--- src/rtl/resize_feeder_if.sv ---
// resize_feeder_if -- pixel input stream plus interpolation-job output stream
// for the x2 horizontal resize feeder. The slave modport is the feeder's
// view; the master modport is the view of whatever surrounds it.
interface resize_feeder_if;
  logic        in_valid;
  logic [15:0] in_data;
  logic        in_ready;
  logic        out_valid;
  logic        out_ready;
  logic [15:0] data_in1;
  logic [15:0] data_in2;
  logic [15:0] scale;
  logic        out_last;
  logic        out_frame_last;

  modport slave (
    input  in_valid, in_data, out_ready,
    output in_ready, out_valid, data_in1, data_in2, scale, out_last, out_frame_last
  );

  modport master (
    output in_valid, in_data, out_ready,
    input  in_ready, out_valid, data_in1, data_in2, scale, out_last, out_frame_last
  );
endinterface

--- src/rtl/resize_feeder.sv ---
// resize_feeder -- turns a row-major FP16 pixel stream into interpolation jobs
// (left, right, weight) for x2 horizontal upsampling with half-pixel centres:
// per row one HEAD job, two jobs (0.25 / 0.75) per adjacent pixel pair and one
// TAIL job. Pixels are only steered, never computed on, so every FP16 pattern
// (NaN, Inf, subnormal) passes through bit-exact.
// Optional feature: define RESIZE_FEEDER_FRAME_CNT_EN to build the row counter
// that drives out_frame_last; otherwise out_frame_last is tied to 0.
module resize_feeder #(
  parameter int ROW_WIDTH  = 13,
  parameter int FRAME_ROWS = 13
) (
  input  logic            clk,
  input  logic            reset,
  resize_feeder_if.slave  bus
);

  typedef enum logic [2:0] {
    IDLE    = 3'd0,
    HEAD    = 3'd1,
    FETCH   = 3'd2,
    EMIT_Q1 = 3'd3,
    EMIT_Q3 = 3'd4,
    TAIL    = 3'd5
  } state_t;

  localparam int              COL_W      = $clog2(ROW_WIDTH);
  localparam logic [COL_W-1:0] COL_LAST  = COL_W'(ROW_WIDTH - 1);
  localparam logic [15:0]     SCALE_ZERO = 16'h0000;
  localparam logic [15:0]     SCALE_Q1   = 16'h3400;  // 0.25
  localparam logic [15:0]     SCALE_Q3   = 16'h3A00;  // 0.75

  // Catch out-of-range configurations at elaboration.
  if (ROW_WIDTH < 2 || ROW_WIDTH > 1023 || FRAME_ROWS < 1) begin : g_param_check
    $error("resize_feeder: ROW_WIDTH must be 2..1023 and FRAME_ROWS >= 1");
  end

  state_t           state;
  state_t           state_nxt;
  logic [COL_W-1:0] col_cnt;
  logic [15:0]      left_px;
  logic [15:0]      right_px;
  logic [15:0]      d1_q;
  logic [15:0]      d2_q;
  logic [15:0]      scale_q;
  logic             last_q;
  logic             frame_last_q;
  logic             in_rdy;
  logic             out_vld;
  logic             in_acc;
  logic             out_acc;

  // Handshake strobes decode from the state register only, so in_ready
  // never follows out_ready combinationally.
  assign in_rdy  = ((state == IDLE) || (state == FETCH)) && !reset;
  assign out_vld = (state == HEAD) || (state == EMIT_Q1) ||
                   (state == EMIT_Q3) || (state == TAIL);
  assign in_acc  = bus.in_valid && in_rdy;
  assign out_acc = out_vld && bus.out_ready;

  assign bus.in_ready       = in_rdy;
  assign bus.out_valid      = out_vld;
  assign bus.data_in1       = d1_q;
  assign bus.data_in2       = d2_q;
  assign bus.scale          = scale_q;
  assign bus.out_last       = last_q;
  assign bus.out_frame_last = frame_last_q;

  // State register.
  always_ff @(posedge clk) begin
    if (reset) state <= IDLE;
    else       state <= state_nxt;
  end

  // Next-state logic: input states advance on accept, job states on out_ready.
  always_comb begin
    state_nxt = state;
    unique case (state)
      IDLE:    if (in_acc) state_nxt = HEAD;
      HEAD:    if (bus.out_ready) state_nxt = FETCH;
      FETCH:   if (in_acc) state_nxt = EMIT_Q1;
      EMIT_Q1: if (bus.out_ready) state_nxt = EMIT_Q3;
      EMIT_Q3: if (bus.out_ready) state_nxt = (col_cnt == COL_LAST) ? TAIL : FETCH;
      TAIL:    if (bus.out_ready) state_nxt = IDLE;
      default: state_nxt = IDLE;
    endcase
  end

  // Pixel window and job registers: each job is loaded on the transition
  // into its state and then held until that state's handshake.
  always_ff @(posedge clk) begin
    if (reset) begin
      col_cnt  <= '0;
      left_px  <= '0;
      right_px <= '0;
      d1_q     <= '0;
      d2_q     <= '0;
      scale_q  <= '0;
      last_q   <= 1'b0;
    end else begin
      unique case (state)
        IDLE: if (in_acc) begin
          left_px <= bus.in_data;
          d1_q    <= bus.in_data;
          d2_q    <= bus.in_data;
          scale_q <= SCALE_ZERO;
          last_q  <= 1'b0;
          col_cnt <= '0;
        end
        FETCH: if (in_acc) begin
          right_px <= bus.in_data;
          d1_q     <= left_px;
          d2_q     <= bus.in_data;
          scale_q  <= SCALE_Q1;
          col_cnt  <= col_cnt + 1'b1;
        end
        EMIT_Q1: if (out_acc) scale_q <= SCALE_Q3;
        EMIT_Q3: if (out_acc) begin
          left_px <= right_px;
          if (col_cnt == COL_LAST) begin
            d1_q    <= right_px;
            d2_q    <= right_px;
            scale_q <= SCALE_ZERO;
            last_q  <= 1'b1;
            col_cnt <= '0;
          end
        end
        TAIL: if (out_acc) last_q <= 1'b0;
        default: ;
      endcase
    end
  end

`ifdef RESIZE_FEEDER_FRAME_CNT_EN
  localparam int               ROW_W    = (FRAME_ROWS > 1) ? $clog2(FRAME_ROWS) : 1;
  localparam logic [ROW_W-1:0] ROW_LAST = ROW_W'(FRAME_ROWS - 1);

  logic [ROW_W-1:0] row_cnt;

  // Row counter: advances on each TAIL handshake; the frame flag rides with
  // the TAIL job of the last row and the counter wraps after it.
  always_ff @(posedge clk) begin
    if (reset) begin
      row_cnt      <= '0;
      frame_last_q <= 1'b0;
    end else begin
      if (state == EMIT_Q3 && out_acc && col_cnt == COL_LAST)
        frame_last_q <= (row_cnt == ROW_LAST);
      if (state == TAIL && out_acc) begin
        frame_last_q <= 1'b0;
        row_cnt      <= (row_cnt == ROW_LAST) ? '0 : row_cnt + 1'b1;
      end
    end
  end
`else
  assign frame_last_q = 1'b0;
`endif

endmodule
--- src/flat_wrapper.sv ---
// flat-port wrapper written by rule: the top's interface ports become plain ports
module resize_feeder_flat 
#(
  parameter int ROW_WIDTH  = 13,
  parameter int FRAME_ROWS = 13
)
  (clk, reset, bus_in_valid, bus_in_data, bus_out_ready, bus_in_ready, bus_out_valid, bus_data_in1, bus_data_in2, bus_scale, bus_out_last, bus_out_frame_last);
  resize_feeder_if bus_i ();
  input  logic clk;
  input  logic reset;
  input wire logic [$bits(bus_i.in_valid)-1:0] bus_in_valid;
  input wire logic [$bits(bus_i.in_data)-1:0] bus_in_data;
  input wire logic [$bits(bus_i.out_ready)-1:0] bus_out_ready;
  output wire logic [$bits(bus_i.in_ready)-1:0] bus_in_ready;
  output wire logic [$bits(bus_i.out_valid)-1:0] bus_out_valid;
  output wire logic [$bits(bus_i.data_in1)-1:0] bus_data_in1;
  output wire logic [$bits(bus_i.data_in2)-1:0] bus_data_in2;
  output wire logic [$bits(bus_i.scale)-1:0] bus_scale;
  output wire logic [$bits(bus_i.out_last)-1:0] bus_out_last;
  output wire logic [$bits(bus_i.out_frame_last)-1:0] bus_out_frame_last;
  assign bus_i.in_valid = bus_in_valid;
  assign bus_i.in_data = bus_in_data;
  assign bus_i.out_ready = bus_out_ready;
  assign bus_in_ready = bus_i.in_ready;
  assign bus_out_valid = bus_i.out_valid;
  assign bus_data_in1 = bus_i.data_in1;
  assign bus_data_in2 = bus_i.data_in2;
  assign bus_scale = bus_i.scale;
  assign bus_out_last = bus_i.out_last;
  assign bus_out_frame_last = bus_i.out_frame_last;
  resize_feeder #(.ROW_WIDTH(ROW_WIDTH), .FRAME_ROWS(FRAME_ROWS)) u_core (.clk(clk), .reset(reset), .bus(bus_i));
endmodule
--- config.mk ---
export PLATFORM = sky130hd
export DESIGN_NAME = resize_feeder_flat
export DESIGN_NICKNAME = d
export VERILOG_FILES = /design/src/rtl/resize_feeder_if.sv /design/src/rtl/resize_feeder.sv /design/src/flat_wrapper.sv
export SDC_FILE = /design/constraint.sdc
export NUM_CORES = 1
export LEC_CHECK = 0
export ABC_AREA = 1
export BUFFER_PORTS_ARGS = -buffer_cell sky130_fd_sc_hd__buf_2
export CAP_MARGIN = 20
export CORE_AREA = 2 2 83 105
export CTS_CLUSTER_SIZE = 16
export DETAILED_ROUTE_END_ITERATION = 6
export DIE_AREA = 0 0 85 107
export PLACE_DENSITY_LB_ADDON = 0.3
export SYNTH_ARGS = -nofsm -noshare
export SYNTH_HDL_FRONTEND = slang
export SYNTH_SLANG_ARGS = --single-unit
--- constraint.sdc ---
create_clock -name clk -period 1.52 [get_ports clk]
set_clock_uncertainty 0.2 [all_clocks]
set_input_delay 0 -clock clk [delete_from_list [all_inputs] [get_ports clk]]
set_output_delay 0 -clock clk [all_outputs]
set_load 0.01 [all_outputs]
# Yosys cells after proc, flatten, opt, wreduce, memory -nomap -nowiden
# Cells that the tools add are included.
# totals
regBits,88
latchBits,0
mem_bits_rw,0
rom_bits,0
in_bits,20
output_inout_bits,52
word_cells,80
mem_count,0
# op_classes
n_addsub,1
multipliers,0
div_mod_pow,0
n_lt_le_gt_ge,0
eq_ne,17
n_shift,0
muxes,32
n_bitwise,0
n_reduce_logical,22
# ops
operator,count
$mux 16,10
$pmux 16 s2,2
$pmux 16 s4,1
$pmux 16 s3,1
$mux 3,7
$pmux 3 s6,1
$mux 4,4
$ne 2x1->1 const B,6
$pmux 4 s3,1
$reduce_and 6->1,2
$ne 2x2->1 const B,5
$reduce_and 5->1,2
$eq 3x2->1 const B,2
$eq 3x3->1 const B,2
$reduce_bool 3->1,2
$add 4x1->4 const B,1
$eq 4x4->1 const B,1
$logic_or 1x1->1,4
$mux 1,4
$reduce_and 4->1,1
$reduce_bool 2->1,2
$reduce_bool 4->1,1
$eq 3x1->1 const B,1
$logic_and 1x1->1,3
other kinds (6),6

# Logic depth before layout (Yosys ltp)
# depth
word_depth,7
ltp_mapped,9
ltp_nobuf,9

# Worst setup path before layout
# No wires, ideal clock.
# synth_path
kind,flip-flop to flip-flop
startpoint,reg u_core.state[2]
endpoint,reg u_core.right_px[10]
setup_time_ps,119
t_arrival_ps,1378
required_ps,1201
slack_ps,-177
path_stages_with_launch,7
n_path_buf,2
period_less_slack_ps,1697
cell_sequence,dfxtp_1 > buf_6 > nor3_1 > nand3_1 > clkbuf_1 > o21ai_0 > a21oi_1
# synth_via
elab_chain_len,5
elab_cells_between_ends,6
classes_between,1 x eq/ne; 5 x reduce/logical
# synth_rtl
item,line,rtl
"start, declared",resize_feeder.sv:37,state_t state;
"start signal, assigned",resize_feeder.sv:71,else state <= state_nxt;
$eq 3x2->1 / $logic_not 3->1 (equally long branches),resize_feeder.sv:54,assign in_rdy = ((state == IDLE) || (state == FETCH)) && !reset;
$logic_or 1x1->1 *,resize_feeder.sv:54,
$logic_and 1x1->1 *,resize_feeder.sv:54,
named net bus_in_ready,flat_wrapper.sv:14,output wire logic [$bits(bus_i.in_ready)-1:0] bus_in_ready;
$logic_and 1x1->1 *,resize_feeder.sv:57,assign in_acc = bus.in_valid && in_rdy;
$reduce_and 2->1 (no source line) *,-,
"end signal, assigned",resize_feeder.sv:110,right_px <= bus.in_data;
"end, declared",resize_feeder.sv:41,logic [15:0] right_px;
# The timed path passes the listed nets; every way through them passes the cells marked *.
# A chain may end at the register's enable or synchronous reset.

# Worst setup path in the final report
# layout_path
startpoint,reg u_core.col_cnt[1]
endpoint,reg u_core.col_cnt[1]
# layout_via
elab_chain_len,3
elab_cells_between_ends,6
classes_between,1 x add/sub; 2 x eq/ne; 2 x mux; 1 x reduce/logical
# layout_rtl
item,line,rtl
"start, declared",resize_feeder.sv:39,logic [COL_W-1:0] col_cnt;
"start signal, assigned",resize_feeder.sv:114,col_cnt <= col_cnt + 1'b1;
$add 4x1->4 / $eq 4x4->1 (equally long branches),"resize_feeder.sv:114, resize_feeder.sv:119",
$mux 4 / $ne 2x2->1 (equally long branches),-,
$pmux 4 s3 / $reduce_and 5->1 (equally long branches),-,
# Several ways; a longest one is shown, not always the timed one. The select of a mux whose other input is x is not followed.

==> flow_summary.ini <==
[status]
status = finished with violations
violations = setup timing

[final_layout]
finish.net_count = 643
fillers = 669
areaGrowthSynthToFinish_pct = 44.2
insertedDiodeCount = 0
drive_above_1_share = 0.351

[cts]
htree_levels = 3
cts.sinks = 75
cts.clk_slew.worst_paths_ps = 70
insertion_delay_ps = 360
numCtsBuffers = 9
clockBufferDepth = 2
cts_tree = yes
cts-root-buf = clkbuf_8

[power_and_ir_drop]
leakage_nw = 2.36
ir_drop_mv = 0.772
power-per-cell-area_mw_per_mm2 = 907
fin_total_pwr_mw = 4.69

[synthesis]
synth_seq_area_share = 0.419
ys_types = 31
yosysTopAreaCell = dfxtp_1
yosysWarningCount = 0
synth_area_mm2 = 0.00358
synth_area_leaders = dfxtp_1 (42%), nand2_1 (11%), nor2_1 (9.4%), o21ai_0 (5.0%), nand3_1 (4.7%)
avgSynthCellArea_um2 = 7.07
ys_ff_latch = 75
syn_inst = 507
synth_top_area_share = 0.419

[sta]
post-route-min-period_ps = 1700
drv_slew = 0
final.setup.tns_ps = -5590
min_period_over_period = 1.12
fmax_mhz = 587
hold_viol = 0
hold_ws_ps = 245
setup_violations = 66
rsz0062_at_grt = yes
fin_ws_ps = -184

[detailed_routing]
antenna_left = 0
drt_wl_total_mm = 10.3
drtIter0Drc = 138
post_drt_wl_per_cell_um = 14.3
drc = 0
firstDrtPassIters = 7
vias_per_cell = 5.06
vias = 3648

[critical_path]
worstPathMaxFanout = 7
cp.arrival_ps = 1750
startpoint = u_core.col_cnt[1]
setup.worst_path.class = flop to flop
crit_path_end_kind = flop
r2r-start = u_core.col_cnt[1]
required_ps = 1570
crit_path_start_kind = flop

[die]
die_area_mm2 = 0.00910
fp-row-count = 37
die_y_um = 107
die_w_um = 85
core_mm2 = 0.00810
start_util = 0.442
io_pins = 72

[min_path]
min_path_type = flop to flop
holdCritStartpoint = u_core.right_px[15]

[placed_design]
io_buffers = 59
gp_congestion = 0.782
hpwl_mm = 6.46

[global_routing]
antenna_found_initial = 0
grt_pass1_wl_mm = 16.8
track_usage = 0.234
first_global_vias = 3548
grt-ovfl-total = 0
grt_max_degree = 54

[run]
max_cap_violations = 0
[flip-flops by register name, summed over array words and instances (netlist names)]
name and flops:
u_core.bus.data_in1 16, u_core.bus.data_in2 16, u_core.left_px 16, u_core.right_px 16, u_core.col_cnt 4, u_core.bus.scale 3, u_core.state 3, u_core.bus.out_last 1
[path summary, 6_finish.rpt]
kind                            slack, ps  cells after the start             endpoint
worst max-delay path                 -180                      8    u_core.col_cnt[1]
worst min-delay path                  240                      2  u_core.right_px[15]
worst max register to register       -180                      8    u_core.col_cnt[1]
worst min register to register        240                      2  u_core.right_px[15]
[critical path, stage by stage, from the launching register on]
cell     delay (ps)
dfxtp_2         330
inv_2            70
ha_4            140
nand3_4          70
o21ai_4         220
nand2_4         190
buf_8           200
o21ai_4         130
nor2_2           50
[where the power goes]
| group | internal [mW] | leakage (nW) | switching, mW |
|---|---|---|---|
| registers | 2.08 | 0.616 | 0.0672 |
| clock network | 0.873 | 0.104 | 0.732 |
| logic | 0.423 | 1.64 | 0.512 |
[stage by stage]
step	instance area, um2	cells	utilization	setup WS, ps
after global routing	5170	721	0.638	-228
after global placement	4200	671	0.518	-137
after floorplan	3680	518	-	-14.9
final	5170	721	0.638	-184
after CTS	4930	718	0.609	-150
after detailed placement	4200	671	0.518	-177
[area by class of cell]
class                           instances  area [um2]  area share
Clock buffer                           12         165      0.0320
Clock inverter                          2        35.0     0.00678
Inverter                               38         154      0.0298
Multi-Input combinational cell        362        2030       0.393
Sequential cell                        75        1510       0.292
Tap cell                               97         121      0.0235
Timing Repair Buffer                  135        1150       0.223
[Yosys cell counts (all sizes together)]
library cell / count
ha: 2
o211ai: 9
nand2: 113
dfxtp: 75
xor2: 1
inv: 37
clkbuf: 9
a21oi: 31
nand4: 1
nor3: 1
clkinv: 1
xnor2: 1
o21ai: 45
conb: 1
nand3: 36
nor2: 92
a31oi: 8
buf: 35
o21bai: 9
[layer usage]
layer,GRT usage,part of all wire,up-vias
met4,0.0998,0.026,0
met2,0.418,0.52,99
met3,0.0570,0.044,22
li1,-,-,1843
met5,0,0,-
met1,0.262,0.41,1684
[cell families after synthesis]
kind of cell | synth area share
other | 0.00105
xor gates and xnor gates | 0.00489
adders and majority gates | 0.00698
and+or+nand+nor | 0.287
DFF | 0.419
buffers and inverters | 0.120
AOI/OAI and AO/OA | 0.161
[what timing repair did]
item / in CTS / in global routing
pin swaps: 16 / 19
hold buffers: 19 / 0
cloned: 5 / 0
gates resized for setup: 70 / 67
setup buffers: 10 / 3
endpoints found under the hold margin: 71 / 0
setup endpoints to repair: 76 / 76
[placed cells by master (no fill, tap or decap), types with 9 or more instances in the layout]
master,netlist,routed
a21oi_1,31,28
buf_12,0,9
buf_2,10,59
buf_4,21,31
buf_6,4,12
clkbuf_8,0,12
conb_1,1,12
dfxtp_1,75,70
dlygate4sd3_1,0,19
inv_1,34,29
nand2_1,109,90
nand2_2,1,17
nand3_1,34,27
nor2_1,90,76
o211ai_1,9,9
o21ai_1,8,18
o21ai_2,0,18
o21bai_1,9,9
Power figures use the tool's default switching activity.
